--- src/rtl/display_scan_driver_if.sv ---
// Digit-stream write side and scanned display side of display_scan_driver.
// The producer of digits/commits uses master; the scan driver uses slave.
interface display_scan_driver_if #(
    parameter int NUM_DIGITS = 3
);
    // digit_valid and commit are single-cycle strobes sampled on every rising
    // clock edge; there is no back-pressure, the driver accepts them every cycle.
    logic [3:0]            digit;
    logic [1:0]            digit_place;
    logic                  digit_valid;
    logic                  commit;
    logic [3:0]            scan_digit;
    logic [1:0]            scan_place;
    logic [NUM_DIGITS-1:0] anode;
    logic                  frame_tick;

    modport master (
        output digit, digit_place, digit_valid, commit,
        input  scan_digit, scan_place, anode, frame_tick
    );

    modport slave (
        input  digit, digit_place, digit_valid, commit,
        output scan_digit, scan_place, anode, frame_tick
    );
endinterface

--- src/rtl/display_scan_driver.sv ---
// Time-multiplexed common-anode 7-segment scanner: staging/display buffers,
// per-slot refresh timing with dead-time, and leading-zero blanking.
module display_scan_driver #(
    parameter int NUM_DIGITS  = 3,
    parameter int REFRESH_DIV = 1024,
    parameter int DEAD_CYCLES = 16
) (
    input logic                  clock,
    input logic                  reset_n,
    display_scan_driver_if.slave bus
);
    localparam int             TW         = (REFRESH_DIV > 2) ? $clog2(REFRESH_DIV) : 1;
    localparam logic [TW-1:0]  TICK_LAST  = TW'(REFRESH_DIV - 1);
    localparam logic [TW-1:0]  TICK_LIT   = TW'(DEAD_CYCLES);
    localparam logic [1:0]     POS_LAST   = 2'(NUM_DIGITS - 1);

    logic [3:0]            staging      [NUM_DIGITS];
    logic [3:0]            staging_next [NUM_DIGITS];
    logic [3:0]            display      [NUM_DIGITS];
    logic [TW-1:0]         tick_cnt;
    logic [1:0]            scan_pos;
    logic [NUM_DIGITS-1:0] blanked;
    logic                  zero_run;

    // The same-cycle write is folded in before commit so commit writes through.
    always_comb begin
        for (int i = 0; i < NUM_DIGITS; i++) begin
            staging_next[i] = staging[i];
            if (bus.digit_valid && int'(bus.digit_place) == i) begin
                staging_next[i] = bus.digit;
            end
        end
    end

    always_ff @(posedge clock or negedge reset_n) begin
        if (!reset_n) begin
            for (int i = 0; i < NUM_DIGITS; i++) begin
                staging[i] <= '0;
                display[i] <= '0;
            end
        end else begin
            for (int i = 0; i < NUM_DIGITS; i++) begin
                staging[i] <= staging_next[i];
                if (bus.commit) begin
                    display[i] <= staging_next[i];
                end
            end
        end
    end

    always_ff @(posedge clock or negedge reset_n) begin
        if (!reset_n) begin
            tick_cnt <= '0;
            scan_pos <= '0;
        end else if (tick_cnt == TICK_LAST) begin
            tick_cnt <= '0;
            scan_pos <= (scan_pos == POS_LAST) ? 2'd0 : scan_pos + 2'd1;
        end else begin
            tick_cnt <= tick_cnt + TW'(1);
        end
    end

    // A slot is blank when it and every more-significant slot hold zero.
    always_comb begin
        blanked  = '0;
        zero_run = 1'b1;
        for (int k = NUM_DIGITS - 1; k >= 1; k--) begin
            zero_run   = zero_run && (display[k] == 4'd0);
            blanked[k] = zero_run;
        end
    end

    always_comb begin
        bus.scan_digit = '0;
        bus.anode      = '0;
        bus.scan_place = scan_pos;
        bus.frame_tick = (tick_cnt == TICK_LAST) && (scan_pos == POS_LAST);
        for (int i = 0; i < NUM_DIGITS; i++) begin
            if (int'(scan_pos) == i) begin
                bus.scan_digit = display[i];
                bus.anode[i]   = (tick_cnt >= TICK_LIT) && !blanked[i];
            end
        end
    end
endmodule

--- src/flat_wrapper.sv ---
// flat-port wrapper written by rule: the top's interface ports become plain ports
module display_scan_driver_flat 
#(
    parameter int NUM_DIGITS  = 3,
    parameter int REFRESH_DIV = 1024,
    parameter int DEAD_CYCLES = 16
)
  (clock, reset_n, bus_digit, bus_digit_place, bus_digit_valid, bus_commit, bus_scan_digit, bus_scan_place, bus_anode, bus_frame_tick);
  display_scan_driver_if #(.NUM_DIGITS(NUM_DIGITS)) bus_i ();
  input logic clock;
  input logic reset_n;
  input wire logic [$bits(bus_i.digit)-1:0] bus_digit;
  input wire logic [$bits(bus_i.digit_place)-1:0] bus_digit_place;
  input wire logic [$bits(bus_i.digit_valid)-1:0] bus_digit_valid;
  input wire logic [$bits(bus_i.commit)-1:0] bus_commit;
  output wire logic [$bits(bus_i.scan_digit)-1:0] bus_scan_digit;
  output wire logic [$bits(bus_i.scan_place)-1:0] bus_scan_place;
  output wire logic [$bits(bus_i.anode)-1:0] bus_anode;
  output wire logic [$bits(bus_i.frame_tick)-1:0] bus_frame_tick;
  assign bus_i.digit = bus_digit;
  assign bus_i.digit_place = bus_digit_place;
  assign bus_i.digit_valid = bus_digit_valid;
  assign bus_i.commit = bus_commit;
  assign bus_scan_digit = bus_i.scan_digit;
  assign bus_scan_place = bus_i.scan_place;
  assign bus_anode = bus_i.anode;
  assign bus_frame_tick = bus_i.frame_tick;
  display_scan_driver #(.NUM_DIGITS(NUM_DIGITS), .REFRESH_DIV(REFRESH_DIV), .DEAD_CYCLES(DEAD_CYCLES)) u_core (.clock(clock), .reset_n(reset_n), .bus(bus_i));
endmodule
--- config.mk ---
export PLATFORM = sky130hd
export DESIGN_NAME = display_scan_driver_flat
export DESIGN_NICKNAME = d
export VERILOG_FILES = /design/src/rtl/display_scan_driver_if.sv /design/src/rtl/display_scan_driver.sv /design/src/flat_wrapper.sv
export SDC_FILE = /design/constraint.sdc
export NUM_CORES = 1
export LEC_CHECK = 0
export ABC_AREA = 1
export CORE_MARGIN = 3
export CORE_UTILIZATION = 30
export CTS_CLUSTER_DIAMETER = 40
export CTS_CLUSTER_SIZE = 30
export DETAILED_ROUTE_END_ITERATION = 16
export DONT_BUFFER_PORTS = 1
export GPL_TIMING_DRIVEN = 0
export SETUP_SLACK_MARGIN = 0.05
export SKIP_LAST_GASP = 1
export SYNTH_ARGS = -nofsm -noshare
export SYNTH_HDL_FRONTEND = slang
export SYNTH_SLANG_ARGS = --single-unit
export TNS_END_PERCENT = 50
--- constraint.sdc ---
create_clock -name clock -period 1.5 [get_ports clock]
set_input_delay 0.3 -clock clock [delete_from_list [all_inputs] [get_ports clock]]
set_output_delay 0.3 -clock clock [all_outputs]
set_load 0.02 [all_outputs]
Word-level counts from Yosys, hierarchy flattened

Cells that the tools add are included.

Add/subtract/negate cells: 2
Magnitude comparators: 1
Equal/unequal tests: 6
Muxes and demuxes: 11
Reductions and logical operators: 13

Operator list:

| kind                  | number |
|---|---|
| $mux 4                | 6 |
| $add 10x1->10 const B | 1 |
| $eq 10x10->1 const B  | 1 |
| $eq 2x2->1 const B    | 5 |
| $ge 10x5->1 const B   | 1 |
| $mux 10               | 1 |
| $logic_not 4->1       | 2 |
| $logic_and 1x1->1     | 7 |
| $logic_not 2->1       | 2 |
| $mux 1                | 3 |
| $add 2x1->2 const B   | 1 |
| $logic_not 1->1       | 2 |
| $mux 2                | 1 |

Bits in registers: 36
Input bits: 10
Output and inout bits: 10
Logic and storage cells: 41

Longest topological paths before layout

Gate-level depths: netlist (run 1).

Depth after elaboration: 5
Depth in mapped cells: 7
Depth with buffers taken out: 7

Worst setup path before layout (run 1)

OpenSTA, ideal clock, no wires.

Kind: flip-flop to output port
Start point: register u_core.scan_pos[1], in the netlist u_core.bus.scan_place[1]
End point: output bus_anode[2]
Data arrival time: 1.235 ns
Data required time: 1.200 ns
Slack: -0.035 ns
Stages on the path, launching flop included: 5
Path buffers: 0
Cell sequence: dfrtp_1 > inv_1 > nor2_1 > nand2_1 > a31oi_1

Cells in the longest elaborated chain, start to end: 2

RTL lines:

| item                   | line                      | RTL |
|---|---|---|
| start, declared        | display_scan_driver.sv:21 | `logic [1:0] scan_pos;` |
| start signal, assigned | display_scan_driver.sv:57 | `scan_pos <= (scan_pos == POS_LAST) ? 2'd0 : scan_pos + 2'd1;` |
| $eq 2x2->1             | display_scan_driver.sv:79 | `if (int'(scan_pos) == i) begin` |
| $mux 1                 | display_scan_driver.sv:79 |  |
| end, declared          | flat_wrapper.sv:18        | `output wire logic [$bits(bus_i.anode)-1:0] bus_anode;` |

No other way between the ends.

Final worst setup path (run 1)

Start point: register u_core.scan_pos[0], in the netlist u_core.bus.scan_place[0]
End point: output bus_scan_digit[3]

Cells in the longest elaborated chain, start to end: 4
Elaborated cells on any way between the ends: 6
Classes of those cells: eq/ne (2); mux (3); reduce/logical (1)

RTL lines:

| item                | line                      | RTL |
|---|---|---|
| $logic_not 2->1     | display_scan_driver.sv:79 |  |
| $mux 4 (2 in a row) | display_scan_driver.sv:79 |  |
| $mux 4 (*)          | display_scan_driver.sv:79 |  |
| end, declared       | flat_wrapper.sv:16        | `output wire logic [$bits(bus_i.scan_digit)-1:0] bus_scan_digit;` |

Mark *: on every way between the ends. The rest lies on a longest branch, timed or not.

==> impl_results.md, run 1 <==
* Outcome: finished, violations left
* Failing checks: negative setup slack
* CTS root buf: clkbuf_8
* Detailed Place HPWL at roughly 2400 microns
* Critical path launch point type: flop
* Initial antenna violation count at 0
* Synthesized net count at between 200 and 250
* Max Fclk at approximately 0.57 GHz
* Die ar. at 0.006711 sq mm
* Crit end category: primary output
* Fin Clk Skew at 0.003731 ns
* Final Core Density at 0.3681
* Main flop type after synthesis: dfrtp_1
* Multi-input gate area at approximately 760 sq um
* Mapped cell area at approximately 0.0017 sq mm
* P_leak at about 1.1 nW
* # setup viols final at 8
* Number of nets with antenna violations after routing at 0
* Yosys warnings at 0
* Die Wd at between 80 and 90 microns
* Fill count at slightly below 600
* Unique masters post-synth at 22
* Post-synth top area share at 0.5210
* Via count at between 1000 and 1500
* Max-cap check violation count at 0
* Drt pass-1 iters at 4
* Yosys reg bits at 36
* Die Ht at between 80 and 90 microns
* H-tree Lvls at 2
* ANT cells at 0
* Area Growth Syn to Fin at 17.95%
* Largest net degree at the start of global routing at 37
* CTS tree: done
* Inserted Clock Buffers at 5
* Placed Instances at 274
* GRT Resource Usage Total at 0.1164
* Max-Slew Margin vs Limit at 0.6255
* Synth Area per Inst at 8.560 sq um
* Initial DRC Count at a little over 80
* Fin. Hold Viols at 0
* Ratio of cells with drive above 1 in the final layout at 0.2100
* Tightest Pin Transition at about 0.56 ns
* Critical path type: flop to primary output
* Post-synth EDFFs at 0
* Setup ws final at -0.2574 ns
* Ys async rst share at 1.000
* Total congestion overflow at 0
* Post-Syn Instances at around 200
* Clk_lat worst skew at between 0.2 and 0.3 ns
* PwrDens at between 1000 and 1500 mW/mm^2
* # DRC at 0
* Register area share after synthesis at 0.5210
* RSZ-0062 raised after global routing: yes
* Fin cells at between 200 and 300
* Max Root-Sink Buffers at 2
* First-pass GRT wire length at between 5000 and 6000 microns
* Post-DR vias/cell at around 4.4
* CP Max Fanout at 6
* HP Class: primary input to flop
* Port bufs at 0
* Core Rows at 27
* Worst IR Drop VDD at 366.8 uV
* Crit path time final at around 1.8 ns
* Vias in the first global route at between 1000 and 1500
* Top Ports at 20
* CTS clock-pin slew for the worst setup and hold paths at around 0.07 ns
* Fin nets at 230
* Final worst path period share at 1.172
* Max Slew Vio Count at 0
* Top cells by area, synth: dfrtp_1 (52%), nand2_1 (18%), o21ai_2 (6.1%)
* Final wirelength at around 3400 microns
* Mean routed wirelength per cell at approximately 12 microns
* Register area at 903.4 sq um
* RePlAce Congestion at just under 0.8
* Initial core utilization at 0.3121
* Core area at between 0.005 and 0.006 sq mm
* Area leader, netlist: dfrtp_1
* Worst EP required at between 1 and 1.5 ns
* CTS sink cnt at 36
* WP data arrival at 1.46 ns
-- stage by stage --
stage / total power [W] / hold slack [ns] / TNS [ns] / setup WS (ns) / area (sq um)
finish: 0.002096 / 0.1173 / -1.761 / -0.2574 / 2039
global route: 0.002215 / 0.1176 / -2.456 / -0.3193 / 2039
CTS: 0.002126 / 0.1127 / -1.985 / -0.2972 / 2024
detailed placement: 0.001386 / 0.005228 / -0.9956 / -0.2019 / 1832
global placement: 0.001380 / 0.005152 / -0.8861 / -0.1851 / 1832
floorplan: 0.001331 / 0.004409 / 0 / 0.02322 / 1742
-- layout by cell type (no fill, tap or decap), types with 2 or more instances in the layout --
cell type  count
nor2_1        14
xor2_1         4
dfrtp_2        2
nor2_4         3
o21ai_2       12
clkbuf_8       6
clkinv_2       3
nand2_1       79
nand3_4        3
nand3_1        6
o211ai_1       4
inv_1         25
dfrtp_1       34
buf_4          7
-- cells in the mapped netlist, types with 2 or more instances --
| cell | number |
|---|---|
| inv_1 | 26 |
| ha_1 | 2 |
| nand3_1 | 6 |
| nand3_4 | 3 |
| o21ai_2 | 12 |
| xor2_1 | 4 |
| nand2_1 | 81 |
| o211ai_1 | 4 |
| dfrtp_1 | 36 |
| nor2_1 | 16 |
-- registers in the layout (all words and copies together), names as in the netlist --
name,flops
u_core.display,12
u_core.staging,12
u_core.bus.scan_place,2
u_core.tick_cnt,10
-- power by group --
| group | switching (W) | total, W | internal [W] | leakage (nW) |
|---|---|---|---|---|
| Sequential | 0.0000467 | 0.00112 | 0.00107 | 0.452 |
| Combinational | 0.000179 | 0.000271 | 0.0000921 | 0.548 |
| Clock | 0.000340 | 0.000706 | 0.000366 | 0.0510 |
-- worst max-delay path, stage by stage, from the launching register on --
cell and delay [ns]:
dfrtp_2 0.56, nand2_4 0.12, o211ai_1 0.48
-- kinds of logic (layout without fill, tap and decap cells) --
| logic type | Yosys count | count (layout) | share of synthesized area |
|---|---|---|---|
| DFF | 36 | 36 | 0.5210 |
| AOI/OAI and AO/OA | 19 | 19 | 0.08755 |
| xor gates and xnor gates | 4 | 4 | 0.02026 |
| adders and majority gates | 2 | 2 | 0.01447 |
| and+or+nand+nor | 112 | 112 | 0.2923 |
| buffers and inverters | 29 | 46 | 0.06439 |
-- repair_timing --
item,in CTS,in global routing
gates resized for setup,12,0
hold buffers,2,0
endpoints found under the hold margin,36,0
setup buffers,5,2
pin swaps,5,2
setup endpoints to repair,8,9
-- metal layers --
layer	vias up	global-route usage	share of wire
met5	-	0	0
met4	0	0.07143	0.018
met3	5	0.02851	0.041
met2	20	0.1777	0.48
met1	597	0.1476	0.46
li1	653	-	-
-- layout make-up --
class                   count  share of cell area
clock buffers               6             0.04049
multi-input cells         137              0.3712
well taps                  72             0.04417
repair buffers              9             0.04049
flip-flops and latches     36              0.4429
inverters                  27             0.05153
plain buffers               2            0.004294
clock inverters             2            0.004908
-- final timing paths --
kind	from	end	slack, ns	cells after the start
max	u_core.bus.scan_place[0]	bus_scan_digit[3]	-0.26	2
min	bus_commit	u_core.display[8]	0.12	2
max reg2reg	u_core.tick_cnt[1]	u_core.tick_cnt[9]	0.15	7
min reg2reg	u_core.staging[1]	u_core.staging[1]	0.47	2
max in group asynchronous	reset_n	u_core.bus.scan_place[1]	0.83	2
min in group asynchronous	reset_n	u_core.tick_cnt[4]	0.48	2
No activity file was read; power rests on OpenSTA's default activity.
==> run 2, diff against run 1 <==
RECOVER_POWER = 25   (was default)
==> impl_results.md, run 2 (synthesized netlist as in run 1, its figures left out) <==
* HP Class: primary input to flop (unchanged)
* Internal reg-to-reg setup slack at 0.16 ns (was 0.15 ns)
* # setup viols final at 8 (unchanged)
* Total congestion overflow at 0 (unchanged)
* Area Growth Syn to Fin at 14.47% (was 17.95%)
* Fin. Hold Viols at 0 (unchanged)
* Die Ht at 81.92 microns (unchanged)
* H-tree Lvls at 2 (unchanged)
* Outcome: finished, violations left (unchanged)
* RSZ-0062 raised after global routing: yes (unchanged)
* Vias in the first global route at 1262 (unchanged)
* Part of the power in registers at 0.543 (was 0.534)
* CTS clock-pin slew for the worst setup and hold paths at 0.07 ns (about the same)
* Final worst path period share at 1.172 (about the same)
* Crit end category: primary output (unchanged)
* Mean routed wirelength per cell at 11.80 microns (was 11.71 microns)
* Critical path launch point type: flop (unchanged)
* Initial core utilization at 0.3121 (unchanged)
* Final Total Pwr at 0.002063 W (was 0.002096 W)
* Initial DRC Count at 71 (was 81)
* Most frequent cells in the layout: nand2_1 (79), dfrtp_1 (34), inv_1 (25) (unchanged)
* ANT cells at 0 (unchanged)
* # DRC at 0 (unchanged)
* Int Pwr at 0.001512 W (was 0.001531 W)
* Max Fclk at 0.5689 GHz (was 0.5690 GHz)
* Initial antenna violation count at 0 (unchanged)
* Clock power share at 0.344 (was 0.337)
* P_leak at 1.029 nW (was 1.052 nW)
* Switching part of the total at 0.2671 (was 0.2696)
* Worst EP required at 1.20 ns (about the same)
* Power share of the combinational group at 0.113 (was 0.129)
* Largest net degree at the start of global routing at 37 (unchanged)
* CTS tree: done (unchanged)
* Die Wd at 81.92 microns (unchanged)
* Inserted Clock Buffers at 5 (unchanged)
* WP data arrival at 1.46 ns (about the same)
* Placed Instances at 274 (unchanged)
* Fin Clk Skew at 0.003915 ns (was 0.003731 ns)
* Max-Slew Margin vs Limit at 0.4223 (was 0.6255)
* Fin nets at 230 (unchanged)
* First-pass GRT wire length at 5823 microns (unchanged)
* CTS root buf: clkbuf_8 (unchanged)
* Failing checks: negative setup slack (unchanged)
* Tightest Pin Transition at 0.8666 ns (was 0.5593 ns)
* Fill count at 594 (was 578)
* Number of nets with antenna violations after routing at 0 (unchanged)
* Commonest non-fill, non-tap cell in the layout: nand2_1 (unchanged)
* Drt pass-1 iters at 4 (unchanged)
* Critical path, cell by cell: nand2_4, o211ai_1 (unchanged)
* PwrDens at 1042 mW/mm^2 (was 1028 mW/mm^2)
* GRT Resource Usage Total at 0.1164 (unchanged)
* Post-DR vias/cell at 4.368 (was 4.381)
* Crit path time final at 1.758 ns (was 1.757 ns)
* Max Slew Vio Count at 0 (unchanged)
* Place WS at -0.2019 ns (unchanged)
* Max-cap check violation count at 0 (unchanged)
* Via count at 1271 (was 1275)
* Multi-input gate area at 711.9 sq um (was 757.0 sq um)
* CP peak stage delay at 0.56 ns (about the same)
* Port bufs at 0 (unchanged)
* Core Rows at 27 (unchanged)
* Setup ws final at -0.2578 ns (was -0.2574 ns)
* Detailed Place HPWL at 2373 microns (unchanged)
* Die ar. at 0.006711 sq mm (unchanged)
* Switching power at 0.0005510 W (was 0.0005651 W)
* Core area at 0.005540 sq mm (unchanged)
* Ratio of cells with drive above 1 in the final layout at 0.1553 (was 0.2100)
* Register area at 903.4 sq um (unchanged)
* Clk_lat worst skew at 0.29 ns (about the same)
* Fin cells at 291 (unchanged)
* Top flop regs: u_core.display (12), u_core.staging (12), u_core.tick_cnt (10) (unchanged)
* Critical path type: flop to primary output (unchanged)
* Worst IR Drop VDD at 372.3 uV (was 366.8 uV)
* CTS sink cnt at 36 (unchanged)
* Max Root-Sink Buffers at 2 (unchanged)
* Slowest CP cell: dfrtp_2 (unchanged)
* Final wirelength at 3435 microns (was 3409 microns)
* RePlAce Congestion at 0.7934 (unchanged)
* Top Ports at 20 (unchanged)
* CP Max Fanout at 6 (unchanged)
==> run 2: worst paths after layout <==
path                                     startpoint                       end  cells after the start
max                        u_core.bus.scan_place[0]         bus_scan_digit[3]                      2
min                                      bus_commit         u_core.display[8]                      2
max reg2reg                      u_core.tick_cnt[1]        u_core.tick_cnt[9]                      7
min reg2reg                       u_core.display[9]         u_core.display[9]                      2
max in group asynchronous                   reset_n  u_core.bus.scan_place[1]                      2
min in group asynchronous                   reset_n        u_core.tick_cnt[4]                      2
==> run 2: power by group through the flow <==
| stage | logic (W) | clock network [W] | registers [W] |
|---|---|---|---|
| final | 0.000234 | 0.000710 | 0.00112 |
| after global routing | 0.000277 | 0.000770 | 0.00113 |
| after floorplan | 0.000207 | 0 | 0.00112 |
| after global placement | 0.000243 | 0 | 0.00114 |
| after CTS | 0.000278 | 0.000729 | 0.00112 |
| after detailed placement | 0.000248 | 0 | 0.00114 |
==> run 2: timing repair <==
action                                 CTS  global route
endpoints found under the hold margin   36             0
pin swaps                                5             2
hold buffers                             2             0
setup endpoints to repair                8             9
buffers inserted                         5             2
gates resized for setup                 12             0
cloned                                   0             0
==> run 2: critical path: cells and delay by family (launching register included) <==
family           cells  cell delay [ns]
AO/OA/AOI/OAI        1             0.48
AND/OR/NAND/NOR      1             0.12
flip-flops           1             0.56
==> run 2: cell type report <==
cell class | count | area share
clock inverters | 2 | 0.005057
multi-input cells | 137 | 0.3597
inverters | 27 | 0.05310
plain buffers | 2 | 0.004425
flip-flops and latches | 36 | 0.4564
repair buffers | 9 | 0.03413
well taps | 72 | 0.04551
clock buffers | 6 | 0.04172
==> run 2: routing by layer <==
layer  wire length [microns]  vias to the layer above  GRT usage
met5                       0                        -          0
met4                     102                        0    0.07143
met3                     110                       10    0.02851
met2                    1611                       17     0.1777
met1                    1611                      595     0.1476
li1                        -                      649          -
==> run 2: through the flow <==
| step | hold slack, ns | cell area, sq um | TNS (ns) | util |
|---|---|---|---|---|
| after global placement | 0.005152 | 1832 | -0.8861 | 0.3306 |
| after CTS | 0.1127 | 2024 | -1.985 | 0.3654 |
| final | 0.1143 | 1979 | -1.796 | 0.3573 |
| after detailed placement | 0.005228 | 1832 | -0.9956 | 0.3306 |
| after floorplan | 0.004409 | 1742 | 0 | - |
| after global routing | 0.1176 | 1979 | -2.505 | 0.3573 |
